--- src/rtl/rvm_pcu.sv ---
// Program counter unit: sequences instruction fetches and applies branch/trap redirects.
// Latency: a fetch completes on the edge that samples imem_ack; a redirect starts its fetch the next cycle.
// Backpressure: imem_req/imem_addr held until imem_ack; HOLD keeps pc/instr until advance or redirect.
module rvm_pcu #(
    parameter logic [31:0] RVM_PCU_RESET_ADDR = 32'h0000_0000
) (
    input  logic        clk,
    input  logic        resetn,
    output logic        imem_req,
    output logic [31:0] imem_addr,
    input  logic        imem_ack,
    input  logic        imem_error,
    input  logic [31:0] imem_rdata,
    output logic [31:0] pc,
    output logic [31:0] instr,
    output logic        instr_valid,
    output logic        core_stall,
    input  logic        pc_advance,
    input  logic        pc_branch,
    input  logic [31:0] branch_target,
    input  logic        mret,
    input  logic [31:0] mepc,
    input  logic        goto_mtvec,
    input  logic [31:2] mtvec,
    output logic        trap_iaddr_misalign,
    output logic        trap_iaddr_fault
);

    localparam logic [2:0] S_IDLE     = 3'd0;
    localparam logic [2:0] S_FETCH    = 3'd1;
    localparam logic [2:0] S_HOLD     = 3'd2;
    localparam logic [2:0] S_FLUSH    = 3'd3;
    localparam logic [2:0] S_TRAPWAIT = 3'd4;

    localparam logic [31:0] NOP_INSTR = 32'h0000_0013;

    logic [2:0]  state;
    logic [2:0]  state_nxt;
    logic [31:0] pc_nxt;
    logic [31:0] fetch_addr;
    logic [31:0] mtvec_addr;
    logic        instr_load;
    logic        misalign_nxt;
    logic        fault_nxt;

    assign mtvec_addr  = {mtvec, 2'b00};
    assign imem_req    = (state == S_FETCH) || (state == S_FLUSH);
    assign imem_addr   = fetch_addr;
    assign instr_valid = (state == S_HOLD);
    assign core_stall  = !instr_valid;

    always_comb begin
        state_nxt    = state;
        pc_nxt       = pc;
        instr_load   = 1'b0;
        misalign_nxt = 1'b0;
        fault_nxt    = 1'b0;
        case (state)
            S_IDLE: state_nxt = S_FETCH;
            S_FETCH: begin
                // A trap redirect wins over a coincident response, which is then dropped.
                if (goto_mtvec) begin
                    pc_nxt    = mtvec_addr;
                    state_nxt = S_FLUSH;
                end else if (imem_ack) begin
                    if (imem_error) begin
                        fault_nxt = 1'b1;
                        state_nxt = S_TRAPWAIT;
                    end else begin
                        instr_load = 1'b1;
                        state_nxt  = S_HOLD;
                    end
                end
            end
            S_HOLD: begin
                if (goto_mtvec) begin
                    pc_nxt    = mtvec_addr;
                    state_nxt = S_FETCH;
                end else if (mret) begin
                    if (mepc[1:0] != 2'b00) begin
                        misalign_nxt = 1'b1;
                        state_nxt    = S_TRAPWAIT;
                    end else begin
                        pc_nxt    = mepc;
                        state_nxt = S_FETCH;
                    end
                end else if (pc_branch) begin
                    if (branch_target[1:0] != 2'b00) begin
                        misalign_nxt = 1'b1;
                        state_nxt    = S_TRAPWAIT;
                    end else begin
                        pc_nxt    = branch_target;
                        state_nxt = S_FETCH;
                    end
                end else if (pc_advance) begin
                    pc_nxt    = pc + 32'd4;
                    state_nxt = S_FETCH;
                end
            end
            S_FLUSH: begin
                if (goto_mtvec) begin
                    pc_nxt = mtvec_addr;
                end
                if (imem_ack) begin
                    state_nxt = S_FETCH;
                end
            end
            S_TRAPWAIT: begin
                if (goto_mtvec) begin
                    pc_nxt    = mtvec_addr;
                    state_nxt = S_FETCH;
                end
            end
            default: state_nxt = S_IDLE;
        endcase
    end

    always_ff @(posedge clk or negedge resetn) begin
        if (!resetn) begin
            state               <= S_IDLE;
            pc                  <= RVM_PCU_RESET_ADDR;
            fetch_addr          <= RVM_PCU_RESET_ADDR;
            instr               <= NOP_INSTR;
            trap_iaddr_misalign <= 1'b0;
            trap_iaddr_fault    <= 1'b0;
        end else begin
            state               <= state_nxt;
            pc                  <= pc_nxt;
            trap_iaddr_misalign <= misalign_nxt;
            trap_iaddr_fault    <= fault_nxt;
            if (instr_load) begin
                instr <= imem_rdata;
            end
            // Bus address is captured only when a new fetch begins, so it stays put until ack.
            if ((state_nxt == S_FETCH) && (state != S_FETCH)) begin
                fetch_addr <= pc_nxt;
            end
        end
    end

endmodule

--- config.mk ---
export PLATFORM = sky130hd
export DESIGN_NAME = rvm_pcu
export DESIGN_NICKNAME = d
export VERILOG_FILES = /design/src/rtl/rvm_pcu.sv
export SDC_FILE = /design/constraint.sdc
export NUM_CORES = 1
export LEC_CHECK = 0
export BUFFER_PORTS_ARGS = -buffer_cell sky130_fd_sc_hd__buf_2
export CORE_MARGIN = 8
export CORE_UTILIZATION = 45
export DETAILED_ROUTE_END_ITERATION = 6
export GPL_TIMING_DRIVEN = 0
export HOLD_SLACK_MARGIN = 0.06
export PLACE_DENSITY = 0.73
export SKIP_CTS_REPAIR_TIMING = 1
export SYNTH_ARGS = -nofsm -noshare
export SYNTH_HDL_FRONTEND = slang
export SYNTH_SLANG_ARGS = --single-unit
--- constraint.sdc ---
create_clock -name clk -period 4.9 [get_ports clk]
set_input_delay 0.49 -clock clk [delete_from_list [all_inputs] [get_ports clk]]
set_output_delay 0.49 -clock clk [all_outputs]
set_load 0.05 [all_outputs]
Word level (Yosys, flattened, before mapping)
Cells that the tools add are included.

Reduce and logical (&&, ||, !) cells: 7. Eq/ne operators: 6. $add $sub $neg: 1. Mux-type cells: 34.

Operators with widths (number): 2-to-1 mux 32 bit (7); one-hot mux 32 bit (2 select lines) (1); 2-to-1 mux 3 bit (11); adder 32 x 3 -> 32 bit, second input constant (1); one-hot mux 3 bit (5 select lines) (1); 2-to-1 mux 1 bit (14); == test 3 x 1 -> 1 bit, second input constant (2); == test 3 x 2 -> 1 bit, second input constant (2); nonzero test 2 bit (2); == test 3 bit, second input constant (1); logical NOT 3 bit (1); != test 3 x 1 -> 1 bit, second input constant (1); OR reduction 3 bit (1); logical AND 1 bit (1); logical NOT 1 bit (1); logical OR 1 bit (1).

Word-level logic and storage cells: 54. Output and inout bits: 101. Register bits: 101. Input bits: 134.

Depth between registers and ports, before layout
Gate-level depths: netlist (run 1).

Depth in word-level cells: 8. Gate-level depth with buffers: 10. Mapped depth without buffers: 7.

Least setup slack after synthesis (run 1)
Ideal clock, no wire load.

Path kind: reg2reg. Start: register pc[2]. End: register fetch_addr[30] (netlist: imem_addr[30]). Arrival: 2660 ps. Setup time: 132 ps. Period minus slack after synthesis: 2793 ps. Path buffers: 2. Setup slack: 2107 ps. Cell stages (with the launch flop): 10. Data required time: 4768 ps. Path through: dfrtp_1 > ha_1 > nand4_1 > or4_1 > buf_2 > buf_6 > nor4b_2 > xor2_1 > a221oi_1 > o21ai_1.

Cells in the longest elaborated chain, start to end: 6.

RTL lines: from (decl) (RTL line 14) `output logic [31:0] pc,`; from (signal assigned) (RTL line 128) `pc <= pc_nxt;`; adder 32 x 3 -> 32 bit (RTL line 96) `pc_nxt = pc + 32'd4;`; 2-to-1 mux 32 bit (RTL line 95) `end else if (pc_advance) begin`; 2-to-1 mux 32 bit (RTL line 87) `end else if (pc_branch) begin`; 2-to-1 mux 32 bit (RTL line 79) `end else if (mret) begin`; 2-to-1 mux 32 bit (RTL line 76) `if (goto_mtvec) begin`; one-hot mux 32 bit (2 select lines) (RTL line 58) `case (state)`; to (signal assigned) (RTL line 136) `fetch_addr <= pc_nxt;`; to (decl) (RTL line 40) `logic [31:0] fetch_addr;`.

No other way between the ends. A chain may end at the register's enable or synchronous reset.

Final worst setup path (run 1)
Start: register state[1]. End: register fetch_addr[2] (netlist: imem_addr[2]).

Elaborated cells on any way between the ends: 19. Those cells by class: eq/ne: 6; mux: 10; reduce/logical: 3.

RTL lines: from (decl) (RTL line 37) `logic [2:0] state;`; from (signal assigned) (RTL line 127) `state <= state_nxt;`; == test 3 x 1 -> 1 bit (tied with other cells) (RTL line 58); OR reduction 3 bit (no line); one-hot mux 32 bit (2 select lines) (*) (RTL line 58); net pc_nxt[2] (RTL line 39) `logic [31:0] pc_nxt;`.

Mark *: on every way through the listed nets, which the timed path passes. The rest lies on a longest branch.

==> results of run 1 <==
==> routing by layer <==
| metal | wire, µm | up-vias | GRT usage, % |
|---|---|---|---|
| li1 | - | 3256 | - |
| met2 | 12020 | 499 | 43.45 |
| met3 | 3688 | 70 | 9.581 |
| met4 | 771 | 2 | 10.08 |
| met5 | 8 | - | 0 |
| met1 | 10580 | 3516 | 35.77 |
==> worst paths after layout <==
check                                    from            end  slack, ns  cells after the start
max in group asynchronous              resetn       instr[1]       4.05                      2
worst min register to register  imem_addr[28]  imem_addr[28]       0.49                      2
worst max register to register       state[1]   imem_addr[2]       1.91                      8
worst min-delay path                   resetn         pc[29]       0.11                      1
worst max-delay path                 state[1]   imem_addr[2]       1.91                      8
min in group clk                imem_rdata[2]       instr[2]       0.36                      2
==> state kept, by name, indices dropped and copies added, names as in the netlist <==
| register | flops |
|---|---|
| instr | 32 |
| state | 3 |
| trap_iaddr_misalign | 1 |
| pc | 32 |
| imem_addr | 32 |
| trap_iaddr_fault | 1 |
==> power groups by stage <==
stage | sequential (mW) | clock (mW) | combinational [mW]
detailed placement | 1.55 | 0 | 3.70
CTS | 1.54 | 0.731 | 3.71
global route | 1.60 | 0.755 | 3.94
floorplan | 2.82 | 0 | 1.42
global placement | 1.54 | 0 | 3.67
finish | 1.55 | 0.720 | 3.72
==> stage by stage <==
stage | area (µm²) | power (mW) | util, %
floorplan | 6583 | 4.235 | -
global placement | 7974 | 5.207 | 55.28
detailed placement | 8004 | 5.259 | 55.49
CTS | 8297 | 5.984 | 57.52
global route | 8297 | 6.296 | 57.52
finish | 8297 | 5.996 | 57.52
==> logic make-up after synthesis <==
kind of cell,Yosys count
AOI/OAI and AO/OA,197
xor gates and xnor gates,17
adders and majority gates,1
buffers and inverters,78
DFF,101
muxes,82
and+or+nand+nor,262
==> critical path, cell delays in order, from the launching register on <==
cell and delay [ns]:
dfrtp_1 0.37, clkbuf_1 0.33, nor2_1 0.17, xnor2_1 0.85
nor2_1 0.10, clkbuf_1 0.35, a22oi_1 0.24, o21ai_0 0.15
mux2_2 0.31
==> synth_stat cells, drive strengths merged, types with 4 or more instances <==
cell / number
buf: 20
mux2i: 26
a21oi: 29
a221o: 7
or2: 4
a22oi: 17
o22ai: 8
dfrtp: 98
clkbuf: 48
and3: 16
nand3: 34
or3b: 4
xor2: 8
a311oi: 6
nor2b: 7
nor2: 38
nand2: 102
o211a: 4
a31oi: 18
nor3: 12
or3: 6
a211oi: 4
mux2: 56
nand4: 14
nor4: 5
o221ai: 11
nor3b: 4
o21ai: 37
o311ai: 5
o2111ai: 6
inv: 10
xnor2: 9
o21a: 4
==> final cells by class <==
type | instances | area (µm²) | area share [%]
Buffer | 68 | 280.3 | 3.378
Inverter | 10 | 37.54 | 0.4524
Clock buffer | 9 | 225.2 | 2.715
Multi-Input combinational cell | 559 | 3734 | 45.00
Timing Repair Buffer | 233 | 1191 | 14.36
Sequential cell | 101 | 2531 | 30.51
Tap cell | 184 | 230.2 | 2.775
Clock inverter | 7 | 67.56 | 0.8144
==> results_dict.tcl, run 1 <==
set metrics [dict create \
    cts_tree "yes" \
    setup_slack_ns 1.909 \
    synth_nets 873 \
    root_buffer "clkbuf_16" \
    synth_top_family_by_area "compound AO/OA/AOI/OAI gates" \
    fp-row-count 44 \
    p_int_mw 2.648 \
    p_leak_nw 3.838 \
    syn-cell-area_mm2 0.006583 \
    grt_usage_pct 28.12 \
    min_path_type "in -> async" \
    hold_ws_ns 0.1099 \
    worstPathArrival_ns 3.23 \
    drt_pass1_iterations 6 \
    async_flop_share_pct 100.0 \
    yosys.area_share.simple_pct 19.46 \
    grt_max_degree 63 \
    totalWireLength_mm 27.07 \
    yosysTopAreaCellShare_pct 37.26 \
    drt-initial-drc-count 862 \
    synthTopCellsByArea "dfrtp_1, mux2_2, nand2_1" \
    p_sw_mw 3.348 \
    layout_common_cells "buf_2, nand2_1, dfrtp_1, mux2_2, clkbuf_1" \
    synth_edf_count 0 \
    fmax_ghz 0.3344 \
    synth_seq_cells 101 \
    pwr-share-comb_pct 62.1 \
    worstMarginPinSlew_ns 1.046 \
    status "finished, final reports clean" \
    cp_max_fo 10 \
    ys_seq_area_share_pct 38.45 \
    dpl_worst_slack_ns 1.806 \
    finalHoldViolations 0 \
    clk_pin_slew_worst_paths_ns 0.08 \
    worstSetupPathType "reg -> reg" \
    synth_warnings 0 \
    synth_cells 738 \
    dpl.hpwl_mm 20.68 \
    vias 7343 \
    vias_per_cell 6.271 \
    syn2layout_area_growth_pct 26.04 \
    drtAntennaViolNets 0 \
    final_max_slew_viol_count 0 \
    synth-compound-area-share_pct 21.27 \
    initial_core_util_pct 45.64 \
    max_cap_violations 0 \
    synth-main-ff-cell "dfrtp_1" \
    fp.dieW_um 136.9 \
    timing.final.crit_share_pct 61.04 \
    antenna_found_initial 1 \
    fin_crit_ns 2.991 \
    cts_max_level 3 \
    wl_per_cell_um 23.11 \
    cts_max_path_buffers 2 \
    fin_nets 1117 \
    grt_pass1_vias 7106 \
    postSynthAreaPerCell_um2 8.919 \
    io_pins 235 \
    fin_skew_ns 0.008193 \
    p_clk_share_pct 12.0 \
    die_h_um 136.9 \
    worstPathRequired_ns 5.14 \
    numCtsBuffers 9 \
    grt_overflow 0 \
    setup_tns_ns 0 \
    yosys.area_share.adder_pct 0.1901 \
    final_common_cell "buf_2" \
    drive_gt1_share_pct 33.84 \
    placed_cells 1155 \
    ys_types 74 \
    io_buffers 232 \
    worst_setup_path_end_kind "flip-flop" \
    synth-xor-area-share_pct 2.262 \
    finalSetupViolations 0 \
    muxShareOfSynthArea_pct 13.53 \
    num_antenna_cells 0 \
    switching_share_pct 55.84 \
    dieArea_mm2 0.01875 \
    drc 0 \
    p_seq_share_pct 25.9 \
    critPathLaunchType "flip-flop" \
    worstSkewPairLatency_ns 0.36 \
    slew_headroom_pct 29.74 \
    core_mm2 0.01442 \
    clkSinkCount 101 \
    stdcell_count 1171 \
    power_density_mw_per_mm2 722.8 \
    grt_pass1_wl_mm 40.32 \
    yosys.area.top_type "dfrtp_1" \
    gp_congestion 0.9824 \
    rsz0062_at_grt "false" \
    max-vdd-ir-drop_mv 0.5150 \
    nFillCells 1373 \
]
No activity file was read; power rests on OpenSTA's default activity.
==> run 2: changes to the inputs <==
Clock period 4.9 ns to 2.8 ns, I/O delays scaled along.
==> run 2 against run 1 <==
Effect of this change:
- clock skew about the same
- clock power is 75% higher
- maximum frequency is 7.6% higher
- sequential power up 76%
- sequential share of layout area fell by 0.16 points
- via count is essentially flat
- largest cell class unchanged
==> results_dict.tcl, run 2 (synthesis results as in run 1) <==
set metrics [dict create \
    drive_gt1_share_pct 34.92 \
    crit_chain "clkbuf_1 -> nor2_1 -> xnor2_1 -> o21ai_0 -> a221o_1 -> mux2_2" \
    syn2layout_area_growth_pct 26.84 \
    drt-initial-drc-count 855 \
    max-vdd-ir-drop_mv 0.9015 \
    worstMarginPinSlew_ns 0.9704 \
    regArea_mm2 0.002534 \
    die_h_um 136.9 \
    stdcell_count 1172 \
    grt_overflow 0 \
    max_stage_delay_ns 0.80 \
    p_leak_nw 3.866 \
    dpl.hpwl_mm 20.68 \
    slew_headroom_pct 34.84 \
    fp.dieW_um 136.9 \
    post_dp_cell_area_mm2 0.008004 \
    vias_per_cell 6.263 \
    drtAntennaViolNets 0 \
    io_buffers 232 \
    antenna_found_initial 1 \
    crit_buf_inv 1 \
    placed_cells 1155 \
    hold_ws_ns 0.1540 \
    drc 0 \
    crit_family "XOR/XNOR gates" \
    worstPathArrival_ns 3.02 \
    num_antenna_cells 0 \
    final_common_cell "buf_2" \
    worstSetupPathType "reg -> reg" \
    rsz0062_at_grt "true" \
    timing.final.crit_share_pct 99.29 \
    fmax_ghz 0.3597 \
    gp_congestion 0.9824 \
    io_pins 235 \
    totalWireLength_mm 27.11 \
    critPathLaunchType "flip-flop" \
    finalSetupViolations 0 \
    nFillCells 1363 \
    initial_core_util_pct 45.64 \
    worstSkewPairLatency_ns 0.36 \
    fp-row-count 44 \
    cts_max_level 3 \
    layout_common_cells "buf_2, nand2_1, dfrtp_1, mux2_2, clkbuf_1" \
    multi_input_area_mm2 0.003765 \
    setup_tns_ns 0 \
    clk_pin_slew_worst_paths_ns 0.08 \
    finalHoldViolations 0 \
    fin_area_mm2 0.008349 \
    grt_usage_pct 28.12 \
    power_density_mw_per_mm2 1263 \
    min_path_type "in -> reg" \
    fin_crit_ns 2.780 \
    wl_per_cell_um 23.13 \
    numCtsBuffers 9 \
    cts_max_path_buffers 2 \
    core_mm2 0.01442 \
    worst_setup_path_end_kind "flip-flop" \
    final_max_slew_viol_count 0 \
    drt_pass1_iterations 5 \
    fin_skew_ns 0.008015 \
    status "finished, final reports clean" \
    cp_max_fo 10 \
    grt_pass1_wl_mm 40.32 \
    grt_pass1_vias 7106 \
    worstPathRequired_ns 3.04 \
    dieArea_mm2 0.01875 \
    cts_tree "yes" \
    root_buffer "clkbuf_16" \
    slowest_stage "xnor2_1" \
    fin_nets 1118 \
    grt_max_degree 63 \
    max_cap_violations 0 \
    vias 7340 \
    total_power_mw 10.54 \
    clkSinkCount 101 \
]
[run 2: cell count changes in the layout (fill, tap and decap cells not counted), sizes merged]
cell and change:
buf +2, dlygate4sd3 +1, clkbuf -2
[run 2: through the flow]
| step | setup slack [ns] | utilization [%] |
|---|---|---|
| after global placement | -0.09261 | 55.28 |
| after global routing | -0.003956 | 57.89 |
| after floorplan | 0.007461 | - |
| after detailed placement | -0.09281 | 55.49 |
| after CTS | -0.1093 | 57.52 |
| final | 0.01990 | 57.89 |
[run 2: layout make-up]
cell class	count	share of cell area (%)
multi-input combinational	559	45.09
sequential	101	30.35
timing repair buffer	236	14.57
buffer	66	3.282
tap	184	2.757
clock buffer	9	2.697
clock inverter	7	0.8092
inverter	10	0.4496
[run 2: path summary, 6_finish.rpt]
path	start	end	slack, ns	cells after the start
max	state[1]	imem_addr[6]	0.02	6
max reg2reg	state[1]	imem_addr[6]	0.02	6
min reg2reg	imem_addr[28]	imem_addr[28]	0.49	2
min	imem_rdata[2]	instr[2]	0.15	2
min in group asynchronous	resetn	pc[29]	0.44	2
max in group asynchronous	resetn	instr[1]	1.62	3
[run 2: worst register-to-register path, stage by stage (launching register included)]
cell and delay, ns:
dfrtp_1 0.37, clkbuf_1 0.34, nor2_1 0.19, xnor2_1 0.80, o21ai_0 0.30, a221o_1 0.40
mux2_2 0.27
[run 2: where the power goes]
part / internal (mW) / total [mW] / switching [mW]
Clock: 0.628 / 1.26 / 0.632
Sequential: 2.16 / 2.73 / 0.574
Combinational: 1.88 / 6.55 / 4.67
[run 2: metal layers]
layer / global-route usage [%] / share of wire [%] / vias to the layer above
li1: - / - / 3254
met1: 35.77 / 39 / 3521
met2: 43.45 / 44 / 506
met3: 9.581 / 14 / 57
met4: 10.08 / 2.8 / 2
met5: 0 / 0.030 / -
